<file path="src/rtl/usbf_dma_pkg.sv">
// -----------------------------------------------------------------------------
// usbf_dma_pkg
// Shared definitions for the endpoint DMA arbiter: FSM state encoding,
// default parameter values and a small wrap-around increment helper.
// -----------------------------------------------------------------------------
package usbf_dma_pkg;

    localparam int NCH_DEF     = 16;
    localparam int CH_W_DEF    = 4;
    localparam int BURST_W_DEF = 4;
    localparam int TO_W_DEF    = 8;

    typedef enum logic [1:0] {
        ST_IDLE = 2'd0,
        ST_ARB  = 2'd1,
        ST_REQ  = 2'd2,
        ST_DONE = 2'd3
    } state_e;

    // Next channel after idx, wrapping to 0 after n-1.
    function automatic int unsigned wrap_inc(input int unsigned idx, input int unsigned n);
        return (idx + 1 >= n) ? 0 : idx + 1;
    endfunction

endpackage

</file>
<file path="src/rtl/usbf_dma_arb_if.sv">
// -----------------------------------------------------------------------------
// usbf_dma_arb_if
// Bundles the arbiter's CSR inputs, the register-file need vector and the
// dma_req/dma_ack pad handshake.
//   master : the arbiter (drives dma_req_o and status pulses)
//   slave  : the environment (drives enable, need, config and acks)
// -----------------------------------------------------------------------------
interface usbf_dma_arb_if #(
    parameter int NCH     = 16,
    parameter int CH_W    = 4,
    parameter int BURST_W = 4,
    parameter int TO_W    = 8
);
    logic               en_i;
    logic [NCH-1:0]     ch_need_i;
    logic [BURST_W-1:0] burst_len_i;
    logic [TO_W-1:0]    to_limit_i;
    logic [NCH-1:0]     dma_ack_i;
    logic [NCH-1:0]     dma_req_o;
    logic [CH_W-1:0]    ch_idx_o;
    logic               busy_o;
    logic [NCH-1:0]     done_o;
    logic               to_err_o;
    logic               stray_ack_o;

    modport master (
        input  en_i, ch_need_i, burst_len_i, to_limit_i, dma_ack_i,
        output dma_req_o, ch_idx_o, busy_o, done_o, to_err_o, stray_ack_o
    );

    modport slave (
        output en_i, ch_need_i, burst_len_i, to_limit_i, dma_ack_i,
        input  dma_req_o, ch_idx_o, busy_o, done_o, to_err_o, stray_ack_o
    );
endinterface

</file>
<file path="src/rtl/usbf_dma_arb_rr_pick.sv">
// -----------------------------------------------------------------------------
// usbf_rr_pick
// Combinational round-robin priority finder: returns the first set bit of
// need_i at or above ptr_i, wrapping from NCH-1 back to 0.
//   need_i  : request vector
//   ptr_i   : search start position (must be < NCH)
//   valid_o : some bit of need_i is set
//   idx_o   : index of the selected bit
// -----------------------------------------------------------------------------
module usbf_rr_pick #(
    parameter int NCH  = 16,
    parameter int CH_W = 4
) (
    input  logic [NCH-1:0]  need_i,
    input  logic [CH_W-1:0] ptr_i,
    output logic            valid_o,
    output logic [CH_W-1:0] idx_o
);

    logic [CH_W-1:0] cand;

    // NOTE: every signal written here gets a default first, so no path can
    // leave it unassigned and infer a latch.
    always_comb begin
        valid_o = 1'b0;
        idx_o   = '0;
        cand    = '0;
        // Walk offsets from farthest to nearest; the nearest hit is written last.
        for (int i = NCH - 1; i >= 0; i--) begin
            cand = CH_W'((32'(ptr_i) + 32'(i)) % NCH);
            if (need_i[cand]) begin
                valid_o = 1'b1;
                idx_o   = cand;
            end
        end
    end

endmodule

</file>
<file path="src/rtl/usbf_dma_arb.sv">
// -----------------------------------------------------------------------------
// usbf_dma_arb
// Round-robin arbiter granting NCH endpoint DMA channels to one external DMA
// engine, with per-grant burst counting, ack timeout and enable abort.
//   clk_i : core (WISHBONE) clock
//   rst   : asynchronous active-low reset
//   bus   : usbf_dma_arb_if.master -- enable/need/config/ack in,
//           dma_req_o, ch_idx_o, busy_o, done_o, to_err_o, stray_ack_o out
// All outputs are registered.
// -----------------------------------------------------------------------------
module usbf_dma_arb
    import usbf_dma_pkg::*;
#(
    parameter int NCH     = NCH_DEF,
    parameter int CH_W    = CH_W_DEF,
    parameter int BURST_W = BURST_W_DEF,
    parameter int TO_W    = TO_W_DEF
) (
    input logic            clk_i,
    input logic            rst,
    usbf_dma_arb_if.master bus
);

    state_e             state_q,   state_d;
    logic [CH_W-1:0]    rr_ptr_q,  rr_ptr_d;
    logic [CH_W-1:0]    ch_idx_q,  ch_idx_d;
    logic [BURST_W:0]   rem_q,     rem_d;
    logic [TO_W-1:0]    to_cnt_q,  to_cnt_d;
    logic               abort_q,   abort_d;
    logic [NCH-1:0]     dma_req_q, dma_req_d;
    logic               busy_q,    busy_d;
    logic [NCH-1:0]     done_q,    done_d;
    logic               to_err_q,  to_err_d;
    logic               stray_q,   stray_d;

    logic               pick_valid;
    logic [CH_W-1:0]    pick_idx;
    logic               grant_ack;
    logic               grant_need;
    logic               timeout;

    usbf_rr_pick #(.NCH(NCH), .CH_W(CH_W)) u_pick (
        .need_i  (bus.ch_need_i),
        .ptr_i   (rr_ptr_q),
        .valid_o (pick_valid),
        .idx_o   (pick_idx)
    );

    assign grant_ack  = bus.dma_ack_i[ch_idx_q];
    assign grant_need = bus.ch_need_i[ch_idx_q];
    assign timeout    = (bus.to_limit_i != '0) && (to_cnt_q == bus.to_limit_i - TO_W'(1));

    always_comb begin
        state_d  = state_q;
        rr_ptr_d = rr_ptr_q;
        ch_idx_d = ch_idx_q;
        rem_d    = rem_q;
        to_cnt_d = to_cnt_q;
        abort_d  = abort_q;
        to_err_d = 1'b0;
        done_d   = '0;
        // dma_req_q is the granted one-hot in REQ and zero elsewhere, so any
        // ack outside it is stray.
        stray_d  = |(bus.dma_ack_i & ~dma_req_q);

        unique case (state_q)
            ST_IDLE: begin
                if (bus.en_i && |bus.ch_need_i) state_d = ST_ARB;
            end
            ST_ARB: begin
                to_cnt_d = '0;
                abort_d  = 1'b0;
                if (pick_valid) begin
                    ch_idx_d = pick_idx;
                    rem_d    = (bus.burst_len_i == '0) ? (BURST_W+1)'(1 << BURST_W)
                                                       : {1'b0, bus.burst_len_i};
                    state_d  = ST_REQ;
                end else begin
                    state_d  = ST_IDLE;
                end
            end
            ST_REQ: begin
                if (grant_ack) begin
                    rem_d    = rem_q - (BURST_W+1)'(1);
                    to_cnt_d = '0;
                end else if (to_cnt_q != '1) begin
                    to_cnt_d = to_cnt_q + TO_W'(1);
                end
                if ((grant_ack && rem_q == (BURST_W+1)'(1)) || !grant_need || !bus.en_i) begin
                    state_d = ST_DONE;
                    abort_d = !bus.en_i;
                end else if (!grant_ack && timeout) begin
                    // Skip past the stuck channel so it cannot starve the rest.
                    state_d  = ST_IDLE;
                    to_err_d = 1'b1;
                    rr_ptr_d = CH_W'(wrap_inc(32'(ch_idx_q), NCH));
                end
            end
            ST_DONE: begin
                rr_ptr_d = CH_W'(wrap_inc(32'(ch_idx_q), NCH));
                state_d  = ST_IDLE;
            end
            default: state_d = ST_IDLE;
        endcase

        // Outputs are registered against the next state so they line up with it.
        if (state_d == ST_DONE && !abort_d) done_d = NCH'(1) << ch_idx_q;
        dma_req_d = (state_d == ST_REQ) ? (NCH'(1) << ch_idx_d) : '0;
        busy_d    = (state_d == ST_REQ);
    end

    // NOTE: reset is asynchronous so dma_req_o drops the instant rst falls,
    // without waiting for a clock edge.
    always_ff @(posedge clk_i or negedge rst) begin
        if (!rst) begin
            state_q   <= ST_IDLE;
            rr_ptr_q  <= '0;
            ch_idx_q  <= '0;
            rem_q     <= '0;
            to_cnt_q  <= '0;
            abort_q   <= 1'b0;
            dma_req_q <= '0;
            busy_q    <= 1'b0;
            done_q    <= '0;
            to_err_q  <= 1'b0;
            stray_q   <= 1'b0;
        end else begin
            // NOTE: non-blocking assignments make every flop sample the
            // pre-edge values, independent of statement order.
            state_q   <= state_d;
            rr_ptr_q  <= rr_ptr_d;
            ch_idx_q  <= ch_idx_d;
            rem_q     <= rem_d;
            to_cnt_q  <= to_cnt_d;
            abort_q   <= abort_d;
            dma_req_q <= dma_req_d;
            busy_q    <= busy_d;
            done_q    <= done_d;
            to_err_q  <= to_err_d;
            stray_q   <= stray_d;
        end
    end

    assign bus.dma_req_o   = dma_req_q;
    assign bus.ch_idx_o    = ch_idx_q;
    assign bus.busy_o      = busy_q;
    assign bus.done_o      = done_q;
    assign bus.to_err_o    = to_err_q;
    assign bus.stray_ack_o = stray_q;

endmodule

</file>
<file path="src/flat_wrapper.sv">
// flat-port wrapper written by rule: the top's interface ports become plain ports
module usbf_dma_arb_flat import usbf_dma_pkg::*;
#(
    parameter int NCH     = NCH_DEF,
    parameter int CH_W    = CH_W_DEF,
    parameter int BURST_W = BURST_W_DEF,
    parameter int TO_W    = TO_W_DEF
)
  (clk_i, rst, bus_en_i, bus_ch_need_i, bus_burst_len_i, bus_to_limit_i, bus_dma_ack_i, bus_dma_req_o, bus_ch_idx_o, bus_busy_o, bus_done_o, bus_to_err_o, bus_stray_ack_o);
  usbf_dma_arb_if #(.NCH(NCH), .CH_W(CH_W), .BURST_W(BURST_W), .TO_W(TO_W)) bus_i ();
  input logic clk_i;
  input logic rst;
  input wire logic [$bits(bus_i.en_i)-1:0] bus_en_i;
  input wire logic [$bits(bus_i.ch_need_i)-1:0] bus_ch_need_i;
  input wire logic [$bits(bus_i.burst_len_i)-1:0] bus_burst_len_i;
  input wire logic [$bits(bus_i.to_limit_i)-1:0] bus_to_limit_i;
  input wire logic [$bits(bus_i.dma_ack_i)-1:0] bus_dma_ack_i;
  output wire logic [$bits(bus_i.dma_req_o)-1:0] bus_dma_req_o;
  output wire logic [$bits(bus_i.ch_idx_o)-1:0] bus_ch_idx_o;
  output wire logic [$bits(bus_i.busy_o)-1:0] bus_busy_o;
  output wire logic [$bits(bus_i.done_o)-1:0] bus_done_o;
  output wire logic [$bits(bus_i.to_err_o)-1:0] bus_to_err_o;
  output wire logic [$bits(bus_i.stray_ack_o)-1:0] bus_stray_ack_o;
  assign bus_i.en_i = bus_en_i;
  assign bus_i.ch_need_i = bus_ch_need_i;
  assign bus_i.burst_len_i = bus_burst_len_i;
  assign bus_i.to_limit_i = bus_to_limit_i;
  assign bus_i.dma_ack_i = bus_dma_ack_i;
  assign bus_dma_req_o = bus_i.dma_req_o;
  assign bus_ch_idx_o = bus_i.ch_idx_o;
  assign bus_busy_o = bus_i.busy_o;
  assign bus_done_o = bus_i.done_o;
  assign bus_to_err_o = bus_i.to_err_o;
  assign bus_stray_ack_o = bus_i.stray_ack_o;
  usbf_dma_arb #(.NCH(NCH), .CH_W(CH_W), .BURST_W(BURST_W), .TO_W(TO_W)) u_core (.clk_i(clk_i), .rst(rst), .bus(bus_i));
endmodule
</file>
<file path="config.mk">
export PLATFORM = sky130hd
export DESIGN_NAME = usbf_dma_arb_flat
export DESIGN_NICKNAME = d
export VERILOG_FILES = /design/src/rtl/usbf_dma_pkg.sv /design/src/rtl/usbf_dma_arb_if.sv /design/src/rtl/usbf_dma_arb_rr_pick.sv /design/src/rtl/usbf_dma_arb.sv /design/src/flat_wrapper.sv
export SDC_FILE = /design/constraint.sdc
export NUM_CORES = 1
export LEC_CHECK = 0
export BUFFER_PORTS_ARGS = -buffer_cell sky130_fd_sc_hd__buf_2
export CORE_MARGIN = 5
export CORE_UTILIZATION = 59
export DETAILED_ROUTE_END_ITERATION = 12
export GPL_ROUTABILITY_DRIVEN = 0
export PLACE_DENSITY_LB_ADDON = 0.1
export SLEW_MARGIN = 25
export SYNTH_ARGS = -nofsm -noshare
export SYNTH_HDL_FRONTEND = slang
export SYNTH_SLANG_ARGS = --single-unit
</file>
<file path="constraint.sdc">
create_clock -name clk_i -period 6 [get_ports clk_i]
set_input_delay 0.6 -clock clk_i [delete_from_list [all_inputs] [get_ports clk_i]]
set_output_delay 0.6 -clock clk_i [all_outputs]
set_load 0.02 [all_outputs]
</file>
==> results of run 1 <==
cells by family (layout without fill, tap and decap cells):
kind of cell    Yosys count  after routing  synth area share, %
fa+ha+maj                22             22                 4.82
xor+xnor                 26             26                 4.25
mux                      92             92                 23.5
buf+inv                  70            148                 5.11
simple gates            222            222                 20.2
flops                    59             59                 25.9
compound gates          127            127                 16.3
cell usage after synthesis, types with 5 or more instances:
cell type,number
mux4_2,31
nand2_1,51
nand2b_1,7
mux2_2,20
a21oi_1,23
a31oi_1,8
nor3_1,18
ha_1,22
o22a_1,6
nor2_1,62
and4_1,5
o22ai_1,10
inv_1,39
nand3b_1,6
xor2_1,9
and2_1,6
nand4_1,6
nor2b_1,5
and3_1,11
mux2i_1,38
o21ai_0,16
dfrtp_1,59
buf_2,8
clkbuf_1,14
nand3_1,15
xnor2_1,15
a221oi_1,5
nor4_1,8
worst max-delay path: stages (launching register included):
cell,delay [ps]
dfrtp_1,930
clkinv_1,590
ha_1,380
a21boi_1,160
xnor2_2,490
mux2i_1,310
nand2b_1,260
or4_4,480
o31ai_4,510
a21oi_1,80
a32o_2,320
or3b_4,400
nor2_1,110
routing by layer:
metal / vias up / share of wire, % / global-route usage, %
li1: 2463 / - / -
met5: - / 0 / 0
met3: 64 / 8.8 / 6.33
met1: 2570 / 39 / 36.2
met4: 0 / 4.4 / 15.5
met2: 286 / 48 / 47.4
power groups by stage:
stage / registers (mW) / logic [mW] / clock network (mW)
after floorplan: 0.588 / 2.42 / 0
after global placement: 0.635 / 3.09 / 0
after detailed placement: 0.643 / 3.13 / 0
after CTS: 0.636 / 3.15 / 0.340
after global routing: 0.655 / 3.48 / 0.359
final: 0.639 / 3.24 / 0.337
through the flow:
stage	utilization, %	cell area, um^2	worst slack [ps]	std cells	hold WS [ps]
4_1_cts	66.7	6400	1050	829	431
5_1_grt	66.7	6400	633	829	463
3_3_place_gp	64.8	6210	1140	814	494
3_5_place_dp	64.8	6210	1090	814	508
6_report	66.7	6400	903	829	394
2_1_floorplan	-	5710	1130	618	304
sequential cells by signal (all words and copies together), names as in the netlist:
signal / count
u_core.rr_ptr_q: 4
u_core.bus.stray_ack_o: 1
u_core.bus.done_o: 16
u_core.bus.to_err_o: 1
u_core.rem_q: 5
u_core.abort_q: 1
u_core.to_cnt_q: 8
u_core.bus.busy_o: 1
u_core.bus.ch_idx_o: 4
u_core.state_q: 2
u_core.bus.dma_req_o: 16
cell type report:
| class | count | area, um^2 | share of cell area, % |
|---|---|---|---|
| repair buffers | 92 | 478 | 7.47 |
| clock buffers | 9 | 124 | 1.94 |
| multi-input cells | 489 | 3950 | 61.6 |
| clock inverters | 6 | 57.6 | 0.899 |
| well taps | 133 | 166 | 2.60 |
| flip-flops and latches | 59 | 1480 | 23.1 |
| inverters | 41 | 154 | 2.40 |
worst max-delay path by stage:
stage / from / endpoint / slack, ps / cells past startpoint
after floorplan: u_core.rr_ptr_q[1] / u_core.bus.dma_req_o[4] / 1130 / 16
after global placement: u_core.rr_ptr_q[2] / u_core.bus.dma_req_o[4] / 1140 / 10
after detailed placement: u_core.rr_ptr_q[2] / u_core.bus.dma_req_o[0] / 1090 / 12
after CTS: u_core.rr_ptr_q[2] / u_core.bus.dma_req_o[0] / 1050 / 12
after global routing: u_core.rr_ptr_q[2] / u_core.bus.dma_req_o[13] / 630 / 11
final: u_core.rr_ptr_q[2] / u_core.bus.dma_req_o[0] / 900 / 12
==> flow_summary.json, run 1 <==
{
  "synth_area_leaders": "dfrtp_1 (26%), mux4_2 (12%), mux2i_1 (6.7%), ha_1 (4.8%), nor2_1 (4.1%)",
  "power_frac_comb_pct": 76.8,
  "synth-edff-count": 0,
  "max_freq_ghz": 0.196,
  "vias": 5383,
  "p_sw_mw": 2.26,
  "firstDrtPassIters": 5,
  "clk_pin_slew_ps": 60,
  "switching_share_pct": 53.7,
  "synthCells": 618,
  "timing.final.crit_share_pct": 84.9,
  "rsz0062_at_grt": "false",
  "drive_gt1_share_pct": 25.4,
  "yosysWarnings": 0,
  "core_mm2": 0.00959,
  "diodes": 0,
  "row_count": 36,
  "r2r_start": "u_core.rr_ptr_q[2]",
  "yosys_most_used_dff": "dfrtp_1",
  "synth_area_per_cell_um2": 9.24,
  "worstRegToRegCells": 12,
  "grt_pass1_vias": 5214,
  "cts_tree": "done",
  "viasPerCell": 6.49,
  "first_iter_violations": 424,
  "p_per_area_mw_per_mm2": 658,
  "io_pins": 86,
  "clock_skew_ps": 8.22,
  "worstReg2RegEnd": "u_core.bus.dma_req_o[0]",
  "cts_root_buf": "clkbuf_8",
  "grt.total_usage_pct": 29.1,
  "pwr-share-clk_pct": 8.0,
  "detail-route-antenna-nets": 0,
  "slew_headroom_pct": 34.7,
  "syn_to_final_growth_pct": 12.1,
  "max-cap-violations": 0,
  "hold_buffers": 0,
  "worst_pin_slew_ps": 973,
  "critPathCaptureType": "flop",
  "io_buffers": 85,
  "synth_top_area_cell": "dfrtp_1",
  "nets": 761,
  "drc": 0,
  "final_max_slew_viol_count": 0,
  "hold_viol": 0,
  "ys_ff_latch": 59,
  "worstPathArrival_ps": 5360,
  "syn-num-nets": 687,
  "crit_fanout": 22,
  "grt_max_degree": 60,
  "ir_worst_vdd_mv": 0.515,
  "intPower_mw": 1.95,
  "grt_pass1_wl_mm": 26.8,
  "startpoint_type": "flop",
  "status": "finished clean",
  "setup_viol": 0,
  "routedWlPerCell_um": 20.2,
  "hpwl_mm": 12.5,
  "synth_area_mm2": 0.00571,
  "clockBufferDepth": 2,
  "clk_latency_ps": 340,
  "routed_wl_mm": 16.7,
  "power_leakage_nw": 2.96,
  "reg2reg_setup_slack_ps": 900,
  "power.total_mw": 4.21,
  "cts.sinks": 59,
  "ys_async_sr_fraction_pct": 100,
  "die_height_um": 108,
  "synth-seq-area-share_pct": 25.9,
  "pwr-share-seq_pct": 15.2,
  "layout_common_cells": "buf_2 (85), nor2_1 (62), dfrtp_1 (59)",
  "die_area_mm2": 0.0117,
  "fill_cells": 795,
  "fp.dieW_um": 108,
  "antenna_found_initial": 0,
  "cts_max_level": 3,
  "hold_class": "input port to asynchronous set/reset pin",
  "required_ps": 6260,
  "synth_top_area_share_pct": 25.9,
  "period_needed_ps": 5100,
  "cts_made_buffers": 9,
  "grt_overflow": 0,
  "start_util_pct": 59.5,
  "cts-resized-gates": 0,
  "setup-tns-final_ps": 0,
  "crit_type": "flop to flop",
  "final_common_cell": "buf_2",
  "synth_cell_types": 78,
  "postCtsSetupRepairBufs": 0
}
(Power assumes the default switching activity.)
==> run 2: changes to the inputs <==
clock period = 4.9 ns   (was 6 ns; I/O delays follow)
==> run 2 against run 1 <==
Against the previous run: clock power grew 11%; count of clock-buffer cells in the layout grew 2; worst hold slack lost 99 ps; non-clock buffer count grew 12; clock skew is essentially flat; sequential power grew 15%; largest power group unchanged; via count grew 1.5%; critical endpoint unchanged; critical path depth grew 1; global-route usage shrank 0.24 points.
==> flow_summary.json, run 2 (synthesis results as in run 1) <==
{
  "final_util_pct": 67.4,
  "power_leakage_nw": 3.01,
  "core_mm2": 0.00959,
  "row_count": 36,
  "ir_worst_vdd_mv": 0.770,
  "grt_max_degree": 60,
  "max-cap-violations": 0,
  "required_ps": 5160,
  "postCtsSetupRepairBufs": 0,
  "cts_made_buffers": 9,
  "routedWlPerCell_um": 19.9,
  "vias": 5466,
  "layout_common_cells": "buf_2 (85), nor2_1 (62), dfrtp_1 (59)",
  "p_per_area_mw_per_mm2": 808,
  "timing.final.crit_share_pct": 91.9,
  "grt.total_usage_pct": 28.9,
  "hpwl_mm": 12.8,
  "syn_to_final_growth_pct": 13.4,
  "fp.dieW_um": 108,
  "die_area_mm2": 0.0117,
  "first_iter_violations": 425,
  "nets": 773,
  "cts-resized-gates": 0,
  "grt_pass1_vias": 5174,
  "worstPathArrival_ps": 4770,
  "final_common_cell": "buf_2",
  "multi_input_area_mm2": 0.00394,
  "antenna_found_initial": 0,
  "routed_wl_mm": 16.7,
  "io_pins": 86,
  "clockBufferDepth": 2,
  "cts.sinks": 59,
  "status": "finished clean",
  "startpoint_type": "flop",
  "io_buffers": 85,
  "seqCellArea_mm2": 0.00148,
  "setup-tns-final_ps": 0,
  "clk_latency_ps": 340,
  "worst_pin_slew_ps": 903,
  "drive_gt1_share_pct": 26.4,
  "drc": 0,
  "crit_fanout": 18,
  "clk_pin_slew_ps": 60,
  "hold_viol": 0,
  "firstDrtPassIters": 5,
  "viasPerCell": 6.51,
  "max_freq_ghz": 0.222,
  "period_needed_ps": 4500,
  "diodes": 0,
  "cts_root_buf": "clkbuf_8",
  "start_util_pct": 59.5,
  "clock_skew_ps": 8.51,
  "slew_headroom_pct": 39.3,
  "grt_overflow": 0,
  "rsz0062_at_grt": "false",
  "hold_class": "input port to asynchronous set/reset pin",
  "crit_type": "flop to flop",
  "setup_viol": 0,
  "critPathCaptureType": "flop",
  "detail-route-antenna-nets": 0,
  "die_height_um": 108,
  "hold_buffers": 0,
  "final_max_slew_viol_count": 0,
  "cts_tree": "done",
  "fill_cells": 803,
  "cts_max_level": 3,
  "grt_pass1_wl_mm": 26.6
}
run 2: cell types whose count changed in the layout (fill, tap and decap cells not counted), sizes merged:
| cell | delta |
|---|---|
| buf | +12 |
| bufinv | -1 |
| clkbuf | +2 |
| clkinv | -1 |
| clkinvlp | -1 |
run 2: per-layer routing:
metal	up-vias	wire length, um	global-route usage, %
li1	2492	-	-
met1	2578	6620	37.1
met2	327	7770	47.1
met3	69	1510	4.42
met4	0	780	15.2
met5	-	0	0
run 2: where the power goes:
part	leakage [nW]	internal, mW	switching, mW
Clock	0.0908	0.202	0.173
Sequential	0.785	0.588	0.147
Combinational	2.13	1.66	2.46
run 2: cell type report:
cell class | instances | area share, %
Multi-Input combinational cell | 489 | 60.9
Timing Repair Buffer | 104 | 8.78
Clock inverter | 3 | 0.232
Inverter | 41 | 2.38
Tap cell | 133 | 2.57
Sequential cell | 59 | 22.8
Clock buffer | 11 | 2.34
run 2: path summary, 6_finish.rpt:
kind / from / endpoint / slack (ps) / cells past startpoint
hold / removal: rst / u_core.bus.done_o[0] / 300 / 2
min in group clk_i: bus_dma_ack_i[14] / u_core.bus.stray_ack_o / 420 / 3
hold reg to reg: u_core.abort_q / u_core.abort_q / 520 / 2
setup reg to reg: u_core.rr_ptr_q[1] / u_core.bus.dma_req_o[0] / 400 / 13
max in group asynchronous: rst / u_core.bus.busy_o / 4130 / 2
setup / recovery: u_core.rr_ptr_q[1] / u_core.bus.dma_req_o[0] / 400 / 13
run 2: critical path, cell delays in order (launching register included):
cell and delay, ps:
dfrtp_1 480, inv_1 100, ha_1 420, buf_4 290
mux4_2 360, mux2i_1 340, mux2i_1 260, nor2_1 140
or4b_1 590, o31ai_4 500, a21oi_1 100, a32o_2 330
or3b_4 400, nor2_1 110
run 2: metrics by stage:
step	cells	setup WS (ps)	area (um^2)	hold WS, ps	power [mW]
4_1_cts	840	501	6470	314	5.13
3_3_place_gp	826	717	6300	496	4.66
2_1_floorplan	618	25.1	5710	194	3.68
5_1_grt	840	210	6470	359	5.58
6_report	840	397	6470	295	5.23
3_5_place_dp	826	537	6300	503	4.73
